--- src/rtl/spi_cmd_decoder_if.sv ---
// Byte-level link between the SPI byte receiver and the command decoder.
// The receiver side is the master; the decoder side is the slave.
interface spi_cmd_decoder_if;
  logic       frame_active;
  logic       rx_valid;
  logic [7:0] rx_byte;
  logic [7:0] tx_byte;

  // rx_valid is a one-cycle strobe qualified by frame_active; no backpressure exists
  modport master (output frame_active, output rx_valid, output rx_byte, input tx_byte);
  modport slave  (input frame_active, input rx_valid, input rx_byte, output tx_byte);
endinterface

--- src/rtl/spi_cmd_decoder.sv ---
// Parses each SPI frame as command/address/data, writes a register bank and
// supplies the reply byte for the next exchange.
module spi_cmd_decoder #(
  parameter int NREGS = 8,
  parameter int ERR_W = 8
) (
  input  logic                 ico_clk,
  input  logic                 rst,
  spi_cmd_decoder_if.slave     bus,
  output logic                 wr_strobe,
  output logic [3:0]           wr_addr,
  output logic [7:0]           wr_data,
  output logic [8*NREGS-1:0]   reg_flat,
  output logic [ERR_W-1:0]     err_count,
  output logic                 busy,
  output logic [2:0]           dbg_state
);

  typedef enum logic [2:0] {
    S_IDLE    = 3'd0,
    S_CMD     = 3'd1,
    S_WADDR   = 3'd2,
    S_RADDR   = 3'd3,
    S_WDATA   = 3'd4,
    S_RDATA   = 3'd5,
    S_STAT    = 3'd6,
    S_DISCARD = 3'd7
  } state_t;

  localparam int         EW      = (ERR_W < 8) ? ERR_W : 8;
  localparam logic [7:0] NREGS_B = 8'(NREGS);
  localparam logic [3:0] LAST    = 4'(NREGS - 1);

  state_t               state_q, state_d;
  logic [3:0]           ptr_q, ptr_d;
  logic [7:0]           tx_q, tx_d;
  logic                 wr_strobe_q, wr_strobe_d;
  logic [3:0]           wr_addr_q, wr_addr_d;
  logic [7:0]           wr_data_q, wr_data_d;
  logic [8*NREGS-1:0]   regs_q, regs_d;
  logic [ERR_W-1:0]     err_q, err_d;

  logic                 accept;
  logic [3:0]           ptr_inc;
  logic [7:0]           err_byte;
  logic [ERR_W-1:0]     err_inc;
  logic                 addr_ok;

  function automatic logic [7:0] reg_at(input logic [8*NREGS-1:0] r, input logic [3:0] a);
    logic [7:0] v;
    v = 8'h00;
    for (int i = 0; i < NREGS; i++) begin
      if (a == 4'(i)) v = r[8*i +: 8];
    end
    return v;
  endfunction

  assign accept   = bus.frame_active & bus.rx_valid;
  assign ptr_inc  = (ptr_q == LAST) ? 4'd0 : ptr_q + 4'd1;
  assign err_byte = 8'(err_q[EW-1:0]);
  assign err_inc  = (&err_q) ? err_q : err_q + 1'b1;
  assign addr_ok  = bus.rx_byte < NREGS_B;

  always_comb begin
    state_d     = state_q;
    ptr_d       = ptr_q;
    tx_d        = tx_q;
    wr_strobe_d = 1'b0;
    wr_addr_d   = wr_addr_q;
    wr_data_d   = wr_data_q;
    regs_d      = regs_q;
    err_d       = err_q;
    // Chip-select low drops any partial packet without counting it as an error
    if (!bus.frame_active) begin
      state_d = S_IDLE;
      tx_d    = 8'h00;
    end else begin
      case (state_q)
        S_IDLE: state_d = S_CMD;
        S_CMD: if (accept) begin
          case (bus.rx_byte)
            8'h01:   begin state_d = S_WADDR; tx_d = 8'h01; end
            8'h02:   begin state_d = S_RADDR; tx_d = 8'h02; end
            8'h03:   begin state_d = S_STAT;  tx_d = err_byte; end
            default: begin state_d = S_DISCARD; tx_d = 8'h00; err_d = err_inc; end
          endcase
        end
        S_WADDR, S_RADDR: if (accept) begin
          if (addr_ok) begin
            ptr_d   = bus.rx_byte[3:0];
            state_d = (state_q == S_WADDR) ? S_WDATA : S_RDATA;
            tx_d    = (state_q == S_WADDR) ? 8'h00 : reg_at(regs_q, bus.rx_byte[3:0]);
          end else begin
            state_d = S_DISCARD;
            tx_d    = 8'h00;
            err_d   = err_inc;
          end
        end
        S_WDATA: if (accept) begin
          for (int i = 0; i < NREGS; i++) begin
            if (ptr_q == 4'(i)) regs_d[8*i +: 8] = bus.rx_byte;
          end
          wr_strobe_d = 1'b1;
          wr_addr_d   = ptr_q;
          wr_data_d   = bus.rx_byte;
          ptr_d       = ptr_inc;
          tx_d        = 8'h00;
        end
        // The reply prefetches the register the next dummy byte will read
        S_RDATA: if (accept) begin
          ptr_d = ptr_inc;
          tx_d  = reg_at(regs_q, ptr_inc);
        end
        default: ;
      endcase
    end
  end

  always_ff @(posedge ico_clk or posedge rst) begin
    if (rst) begin
      state_q     <= S_IDLE;
      ptr_q       <= 4'd0;
      tx_q        <= 8'h00;
      wr_strobe_q <= 1'b0;
      wr_addr_q   <= 4'd0;
      wr_data_q   <= 8'h00;
      regs_q      <= '0;
      err_q       <= '0;
    end else begin
      state_q     <= state_d;
      ptr_q       <= ptr_d;
      tx_q        <= tx_d;
      wr_strobe_q <= wr_strobe_d;
      wr_addr_q   <= wr_addr_d;
      wr_data_q   <= wr_data_d;
      regs_q      <= regs_d;
      err_q       <= err_d;
    end
  end

  assign bus.tx_byte = tx_q;
  assign wr_strobe   = wr_strobe_q;
  assign wr_addr     = wr_addr_q;
  assign wr_data     = wr_data_q;
  assign reg_flat    = regs_q;
  assign err_count   = err_q;
  assign busy        = (state_q != S_IDLE);
  assign dbg_state   = state_q;

endmodule

--- src/flat_wrapper.sv ---
// flat-port wrapper written by rule: the top's interface ports become plain ports
module spi_cmd_decoder_flat 
#(
  parameter int NREGS = 8,
  parameter int ERR_W = 8
)
  (ico_clk, rst, wr_strobe, wr_addr, wr_data, reg_flat, err_count, busy, dbg_state, bus_frame_active, bus_rx_valid, bus_rx_byte, bus_tx_byte);
  spi_cmd_decoder_if bus_i ();
  input  logic ico_clk;
  input  logic rst;
  output logic wr_strobe;
  output logic [3:0] wr_addr;
  output logic [7:0] wr_data;
  output logic [8*NREGS-1:0] reg_flat;
  output logic [ERR_W-1:0] err_count;
  output logic busy;
  output logic [2:0] dbg_state;
  input wire logic [$bits(bus_i.frame_active)-1:0] bus_frame_active;
  input wire logic [$bits(bus_i.rx_valid)-1:0] bus_rx_valid;
  input wire logic [$bits(bus_i.rx_byte)-1:0] bus_rx_byte;
  output wire logic [$bits(bus_i.tx_byte)-1:0] bus_tx_byte;
  assign bus_i.frame_active = bus_frame_active;
  assign bus_i.rx_valid = bus_rx_valid;
  assign bus_i.rx_byte = bus_rx_byte;
  assign bus_tx_byte = bus_i.tx_byte;
  spi_cmd_decoder #(.NREGS(NREGS), .ERR_W(ERR_W)) u_core (.ico_clk(ico_clk), .rst(rst), .bus(bus_i), .wr_strobe(wr_strobe), .wr_addr(wr_addr), .wr_data(wr_data), .reg_flat(reg_flat), .err_count(err_count), .busy(busy), .dbg_state(dbg_state));
endmodule
--- config.mk ---
export PLATFORM = sky130hd
export DESIGN_NAME = spi_cmd_decoder_flat
export DESIGN_NICKNAME = d
export VERILOG_FILES = /design/src/rtl/spi_cmd_decoder_if.sv /design/src/rtl/spi_cmd_decoder.sv /design/src/flat_wrapper.sv
export SDC_FILE = /design/constraint.sdc
export NUM_CORES = 1
export LEC_CHECK = 0
export CAP_MARGIN = 20
export CORE_MARGIN = 8
export CORE_UTILIZATION = 45
export CTS_CLUSTER_DIAMETER = 120
export DETAILED_ROUTE_END_ITERATION = 12
export GPL_TIMING_DRIVEN = 0
export HOLD_SLACK_MARGIN = 0.02
export PLACE_DENSITY = 0.74
export REMOVE_ABC_BUFFERS = 1
export SLEW_MARGIN = 20
export SYNTH_ARGS = -nofsm -noshare
export SYNTH_HDL_FRONTEND = slang
export SYNTH_SLANG_ARGS = --single-unit
export TNS_END_PERCENT = 5
--- constraint.sdc ---
create_clock -name ico_clk -period 6.6 [get_ports ico_clk]
set_input_delay 0.99 -clock ico_clk [delete_from_list [all_inputs] [get_ports ico_clk]]
set_output_delay 0.99 -clock ico_clk [all_outputs]
set_load 0.02 [all_outputs]
== Yosys cells after proc, flatten, opt, wreduce, memory -nomap -nowiden ==
Index checks and enable logic that the tools add are counted.

* Word-level logic and storage cells: 130
* Output and inout bits: 97
* Register bits after elaboration: 100
* Bits of input ports: 12

* Equality and inequality tests: 41
* Multiplexer cells: 46
* Magnitude comparators: 1
* Reductions and logical operators: 24
* Add/subtract/negate cells: 2
* Bitwise operators: 1

{| class="wikitable"
|+ Operators with widths
! operator !! count
|-
| 8-bit two-way mux || 28
|-
| 4-bit by 3-bit == test with 1-bit output, second input constant || 12
|-
| 8-bit one-hot mux with 4 select lines || 1
|-
| 4-bit AND reduction || 8
|-
| 4-bit by 2-bit == test with 1-bit output, second input constant || 6
|-
| 8-bit one-hot mux with 3 select lines || 1
|-
| 3-bit one-hot mux with 3 select lines || 2
|-
| 8-bit by 2-bit == test with 1-bit output, second input constant || 2
|-
| 4-bit two-way mux || 4
|-
| 8-bit one-hot mux with 2 select lines || 1
|-
| 4-bit by 1-bit == test with 1-bit output, second input constant || 3
|-
| 4-bit zero test || 3
|-
| 3-bit two-way mux || 4
|-
| 3-bit by 2-bit inequality test with 1-bit output, second input constant || 4
|-
| 5-bit AND reduction || 2
|-
| 8-bit by 1-bit adder with 8-bit output, second input constant || 1
|-
| 8-bit by 1-bit == test with 1-bit output, second input constant || 1
|-
| 8-bit by 4-bit less-than comparator with 1-bit output, second input constant || 1
|-
| 2-bit by 1-bit inequality test with 1-bit output, second input constant || 4
|-
| 4-bit one-hot mux with 2 select lines || 1
|-
| 8-bit AND reduction || 1
|-
| 3-bit by 2-bit == test with 1-bit output, second input constant || 2
|-
| 3-bit == test, second input constant || 2
|-
| 3-bit AND reduction || 2
|-
| 13 further kinds || 19
|}

== Depth between registers and ports, before layout ==
* Word-level depth: 14
* Depth in mapped cells: 9

== Worst setup path after synthesis ==
OpenSTA, ideal clock, no wires.

* Path kind: input port to flip-flop
* From: input port bus_rx_byte[1]
* To: register u_core.tx_q[5] (netlist: u_core.bus.tx_byte[5])
* Stages: 8
* Arrival time: 2.597 ns
* Slack: 3.867 ns
* Cell sequence: buf_2 > buf_1 > clkbuf_1 > mux4_2 > nand2_1 > o21ai_0 > a221oi_1 > o21ai_0

* Word-level cells in the longest chain between the ends: 14

{| class="wikitable"
|+ RTL lines
! what !! RTL line !! source
|-
| start, declared || flat_wrapper.sv:20 || <nowiki>input wire logic [$bits(bus_i.rx_byte)-1:0] bus_rx_byte;</nowiki>
|-
| 4-bit zero test || spi_cmd_decoder.sv:53 || <nowiki>if (a == 4'(i)) v = r[8*i +: 8];</nowiki>
|-
| 8-bit two-way mux (8 in series) || spi_cmd_decoder.sv:53 ||
|-
| 8-bit two-way mux || spi_cmd_decoder.sv:92 || <nowiki>tx_d = (state_q == S_WADDR) ? 8'h00 : reg_at(regs_q, bus.rx_byte[3:0]);</nowiki>
|-
| 8-bit two-way mux || spi_cmd_decoder.sv:89 || <nowiki>if (addr_ok) begin</nowiki>
|-
| 8-bit two-way mux || spi_cmd_decoder.sv:88 || <nowiki>S_WADDR, S_RADDR: if (accept) begin</nowiki>
|-
| 8-bit one-hot mux with 4 select lines (*) || spi_cmd_decoder.sv:78 || <nowiki>case (state_q)</nowiki>
|-
| 8-bit two-way mux (*) || spi_cmd_decoder.sv:74 || <nowiki>if (!bus.frame_active) begin</nowiki>
|-
| end signal, assigned || spi_cmd_decoder.sv:132 || <nowiki>tx_q <= tx_d;</nowiki>
|-
| end, declared || spi_cmd_decoder.sv:36 || <nowiki>logic [7:0] tx_q, tx_d;</nowiki>
|}

Mark *: on every way between the ends. The rest lies on a longest branch, timed or not. The select of a mux whose other input is x is not followed.
A chain may end at the register's enable or synchronous reset.

== Worst setup path after layout ==
* From: register u_core.ptr_q[0]
* To: register u_core.tx_q[0] (netlist: u_core.bus.tx_byte[0])

* Word-level cells in the longest chain between the ends: 14

{| class="wikitable"
|+ RTL lines
! what !! RTL line !! source
|-
| start, declared || spi_cmd_decoder.sv:35 || <nowiki>logic [3:0] ptr_q, ptr_d;</nowiki>
|-
| start signal, assigned || spi_cmd_decoder.sv:131 || <nowiki>ptr_q <= ptr_d;</nowiki>
|-
| 4-bit by 1-bit adder with 4-bit output or 4-bit by 3-bit == test with 1-bit output (tied branches) || spi_cmd_decoder.sv:59 || <nowiki>assign ptr_inc = (ptr_q == LAST) ? 4'd0 : ptr_q + 4'd1;</nowiki>
|-
| 4-bit two-way mux (*) || spi_cmd_decoder.sv:59 ||
|-
| 4-bit zero test || spi_cmd_decoder.sv:53 ||
|-
| 8-bit two-way mux (7 in series) || spi_cmd_decoder.sv:53 ||
|-
| 8-bit two-way mux (*) || spi_cmd_decoder.sv:53 ||
|-
| 8-bit two-way mux (*) || spi_cmd_decoder.sv:110 || <nowiki>S_RDATA: if (accept) begin</nowiki>
|-
| 8-bit one-hot mux with 4 select lines (*) || spi_cmd_decoder.sv:78 ||
|-
| 8-bit two-way mux (*) || spi_cmd_decoder.sv:74 ||
|}

Marks and branches as above.

==> impl_metrics.env <==
export IMPL_clock_fmax_ghz=0.283
export IMPL_combPwrFrac_pct=37.6
export IMPL_fin_crit_ns=3.54
export IMPL_setup_tns_final_ns=0
export IMPL_synth_top_family_by_area="multiplexers"
export IMPL_grt_pass1_vias=4891
export IMPL_regArea_um2=2500
export IMPL_coreArea_um2=12400
export IMPL_clockRootBuffer="clkbuf_16"
export IMPL_critPathMaxFanout=29
export IMPL_cap_viol_max_count=0
export IMPL_clock_path_buffers=2
export IMPL_p_seq_share_pct=35.5
export IMPL_ctsHoldBuffers=0
export IMPL_grt_usage_pct=22.0
export IMPL_vias=4826
export IMPL_cellPowerDensity_nw_per_um2=333
export IMPL_synth_ff_type="dfrtp_1"
export IMPL_synthMuxAreaShare_pct=19.0
export IMPL_clk_latency_ns=0.35
export IMPL_start_util_pct=45.3
export IMPL_gp_congestion=0.911
export IMPL_p_sw_share_pct=36.2
export IMPL_reg2reg_depth=7
export IMPL_wl_um=17700
export IMPL_diodes=0
export IMPL_rows=41
export IMPL_synth_compound_area_share_pct=16.1
export IMPL_die_h_um=128
export IMPL_period_share_pct=53.6
export IMPL_ios=109
export IMPL_setup_ws_ns=3.06
export IMPL_vdd_drop_max_v=0.000219
export IMPL_layout_common_cells="clkdlybuf4s50_1 (106), dfrtp_1 (100), mux2_2 (80), nand2_1 (59), o21ai_0 (38)"
export IMPL_status="finished, final reports clean"
export IMPL_stdcell_count=805
export IMPL_synth_warning_count=0
export IMPL_antenna_left=0
export IMPL_internal_power_mw=1.53
export IMPL_min_to="u_core.wr_addr[0]$_DFFE_PP0P_"
export IMPL_min_from="u_core.wr_addr[0]$_DFFE_PP0P_"
export IMPL_rsz0062_at_grt="no"
export IMPL_critical_path_required_ns=6.85
export IMPL_path_clk_slew_ns=0.07
export IMPL_die_w_um=128
export IMPL_clock_sinks=100
export IMPL_endpoint_kind="flop"
export IMPL_slowest_delay_ns=1.05
export IMPL_r2r_end="u_core.bus.tx_byte[0]$_DFFE_PP0P_"
export IMPL_p_sw_mw=0.866
export IMPL_clkPwrFrac_pct=26.9
export IMPL_syn_to_final_growth_pct=28.1
export IMPL_htree_levels=3
export IMPL_slew_limit_headroom_pct=22.1
export IMPL_drtIter0Drc=542
export IMPL_worst_slew_pin_slew_ns=1.16
export IMPL_drive_gt1_share_pct=19.1
export IMPL_cts_buffers=9
export IMPL_finalMaxSlewViolations=0
export IMPL_hold_viol=0
export IMPL_multiInputGateArea_um2=2950
export IMPL_synthAdderAreaFrac_pct=2.00
export IMPL_synth_cells=539
export IMPL_firstDrtPassIters=8
export IMPL_setup_viol=0
export IMPL_grt_first_pass_wirelength_um=27700
export IMPL_ys_ff_latch=100
export IMPL_arrival_ns=3.78
export IMPL_skew_ns=0.00796
export IMPL_crit_chain="inv_1 -> ha_1 -> nor2_1 -> o211ai_1 -> a32oi_1 -> o311ai_1 -> a22o_1"
export IMPL_io_buffers=108
export IMPL_cts_tree="done"
export IMPL_timing_rr_start="u_core.ptr_q[0]$_DFFE_PP0P_"
export IMPL_slowest_stage="nor2_1"
export IMPL_synth_edff_count=0
export IMPL_drc=0
export IMPL_hp_class="reg -> reg"
export IMPL_dpl_hpwl_um=12400
export IMPL_grt_max_degree=62
export IMPL_hold_depth=2
export IMPL_routed_via_density=6.00
export IMPL_finalHoldWorstSlack_ns=0.478
export IMPL_synthXorXnorAreaFrac_pct=1.09
export IMPL_worstSetupPathType="reg -> reg"
export IMPL_placed_area_um2=6840
export IMPL_layout_nets=649
export IMPL_avgRoutedWirePerCell_um=22.0
export IMPL_die_area_um2=16300
export IMPL_cts_setup_buffers=0
export IMPL_fin_area_um2=7200
export IMPL_synthDistinctLibCells=68
export IMPL_layout_commonest_cell="clkdlybuf4s50_1"
export IMPL_placed_cells=789
export IMPL_grt_ovfl_total=0
export IMPL_yosysSeqAreaShare_pct=44.5
export IMPL_antenna_found_initial=0
export IMPL_reg2reg_slack_ns=3.06
export IMPL_async_flop_share_pct=100
export IMPL_start_kind="flop"
export IMPL_power_leakage_nw=3.08
export IMPL_fillCellCount=1085
export IMPL_syn_area_um2=5620
export IMPL_pre_cts_ws_ns=2.73
export IMPL_syn_avg_cell_area_um2=10.4
export IMPL_synth_simple_gate_area_share_pct=14.0
export IMPL_cts_resized=0
worst max-delay path: cells and delay by family (launching register included):
| family | cells | cell delay, ns |
|---|---|---|
| buffers and inverters | 1 | 0.20 |
| adder cells (fa/ha/maj) | 1 | 0.62 |
| AO/OA/AOI/OAI | 4 | 1.03 |
| flip-flops | 1 | 0.52 |
| AND/OR/NAND/NOR | 1 | 1.05 |
cells by family after synthesis:
kind of cell | after synthesis
and+or+nand+nor | 153
AOI/OAI and AO/OA | 134
DFF | 100
muxes | 94
buffers and inverters | 42
adders and majority gates | 9
xor gates and xnor gates | 7
final cells by class:
type                       instances  area share (%)
multi-input combinational        397            40.9
sequential                       100            34.8
timing repair buffer             111            15.7
clock buffer                      10            3.18
tap                              172            2.99
clock inverter                     6            1.86
inverter                           9           0.539
power by group through the flow:
stage	Clock, mW	Sequential, mW	Combinational (mW)
3_5_place_dp	0	0.858	0.891
6_report	0.645	0.851	0.900
4_1_cts	0.653	0.848	0.899
3_3_place_gp	0	0.850	0.857
2_1_floorplan	0	0.951	0.384
5_1_grt	0.679	0.867	0.958
per-stage QoR:
| step | utilization (%) | total power, mW |
|---|---|---|
| finish | 58.0 | 2.39 |
| global route | 58.0 | 2.50 |
| CTS | 58.0 | 2.40 |
| detailed placement | 55.1 | 1.75 |
| global placement | 54.5 | 1.71 |
| floorplan | - | 1.34 |
cells in the mapped netlist (all sizes together), types with 3 or more instances:
library cell / n / area share [%]
a222oi: 4 / 0.71
a21o: 3 / 0.40
a21boi: 3 / 0.40
clkbuf: 22 / 1.5
and3: 6 / 0.67
ha: 9 / 2.0
mux2i: 12 / 2.1
nand2b: 10 / 1.1
dfrtp: 100 / 45
nor3b: 3 / 0.40
o211ai: 9 / 1.2
a31oi: 4 / 0.45
buf: 11 / 1.2
nor2b: 16 / 1.8
a311oi: 3 / 0.47
o21ai: 41 / 3.7
a22oi: 9 / 1.2
nand2: 63 / 4.4
nor2: 24 / 1.7
mux2: 80 / 16
nor3: 7 / 0.82
a32oi: 6 / 0.94
a221oi: 4 / 0.62
nand4: 4 / 0.45
a21oi: 23 / 2.0
a211oi: 4 / 0.53
nand3: 8 / 0.89
xnor2: 6 / 0.94
o31a: 3 / 0.47
inv: 9 / 0.60
sequential cells by signal (all words and copies together), names as in the netlist:
name and cells:
u_core.wr_strobe 1, u_core.wr_addr 4, u_core.err_count 8, u_core.dbg_state 3, u_core.ptr_q 4, u_core.bus.tx_byte 8, u_core.wr_data 8, u_core.reg_flat 64
how the worst max path moves through the flow:
stage                                      from  depth (start not counted)                           endpoint
detailed placement                 bus_rx_valid                          6    u_core.reg_flat[42]$_DFFE_PP0P_
finish              u_core.ptr_q[0]$_DFFE_PP0P_                          7  u_core.bus.tx_byte[0]$_DFFE_PP0P_
global route                       bus_rx_valid                          6    u_core.reg_flat[35]$_DFFE_PP0P_
CTS                                bus_rx_valid                          6    u_core.reg_flat[42]$_DFFE_PP0P_
floorplan                                   rst                          1  u_core.bus.tx_byte[0]$_DFFE_PP0P_
global placement                            rst                          2     u_core.reg_flat[3]$_DFFE_PP0P_
routing by layer:
layer | global-route usage (%) | wire length (µm) | vias up
li1 | - | - | 2164
met1 | 27.1 | 7340 | 2393
met2 | 35.0 | 8360 | 243
met3 | 7.61 | 1710 | 26
met4 | 7.41 | 314 | 0
met5 | 0 | 0 | -
Power figures use the tool's default switching activity.
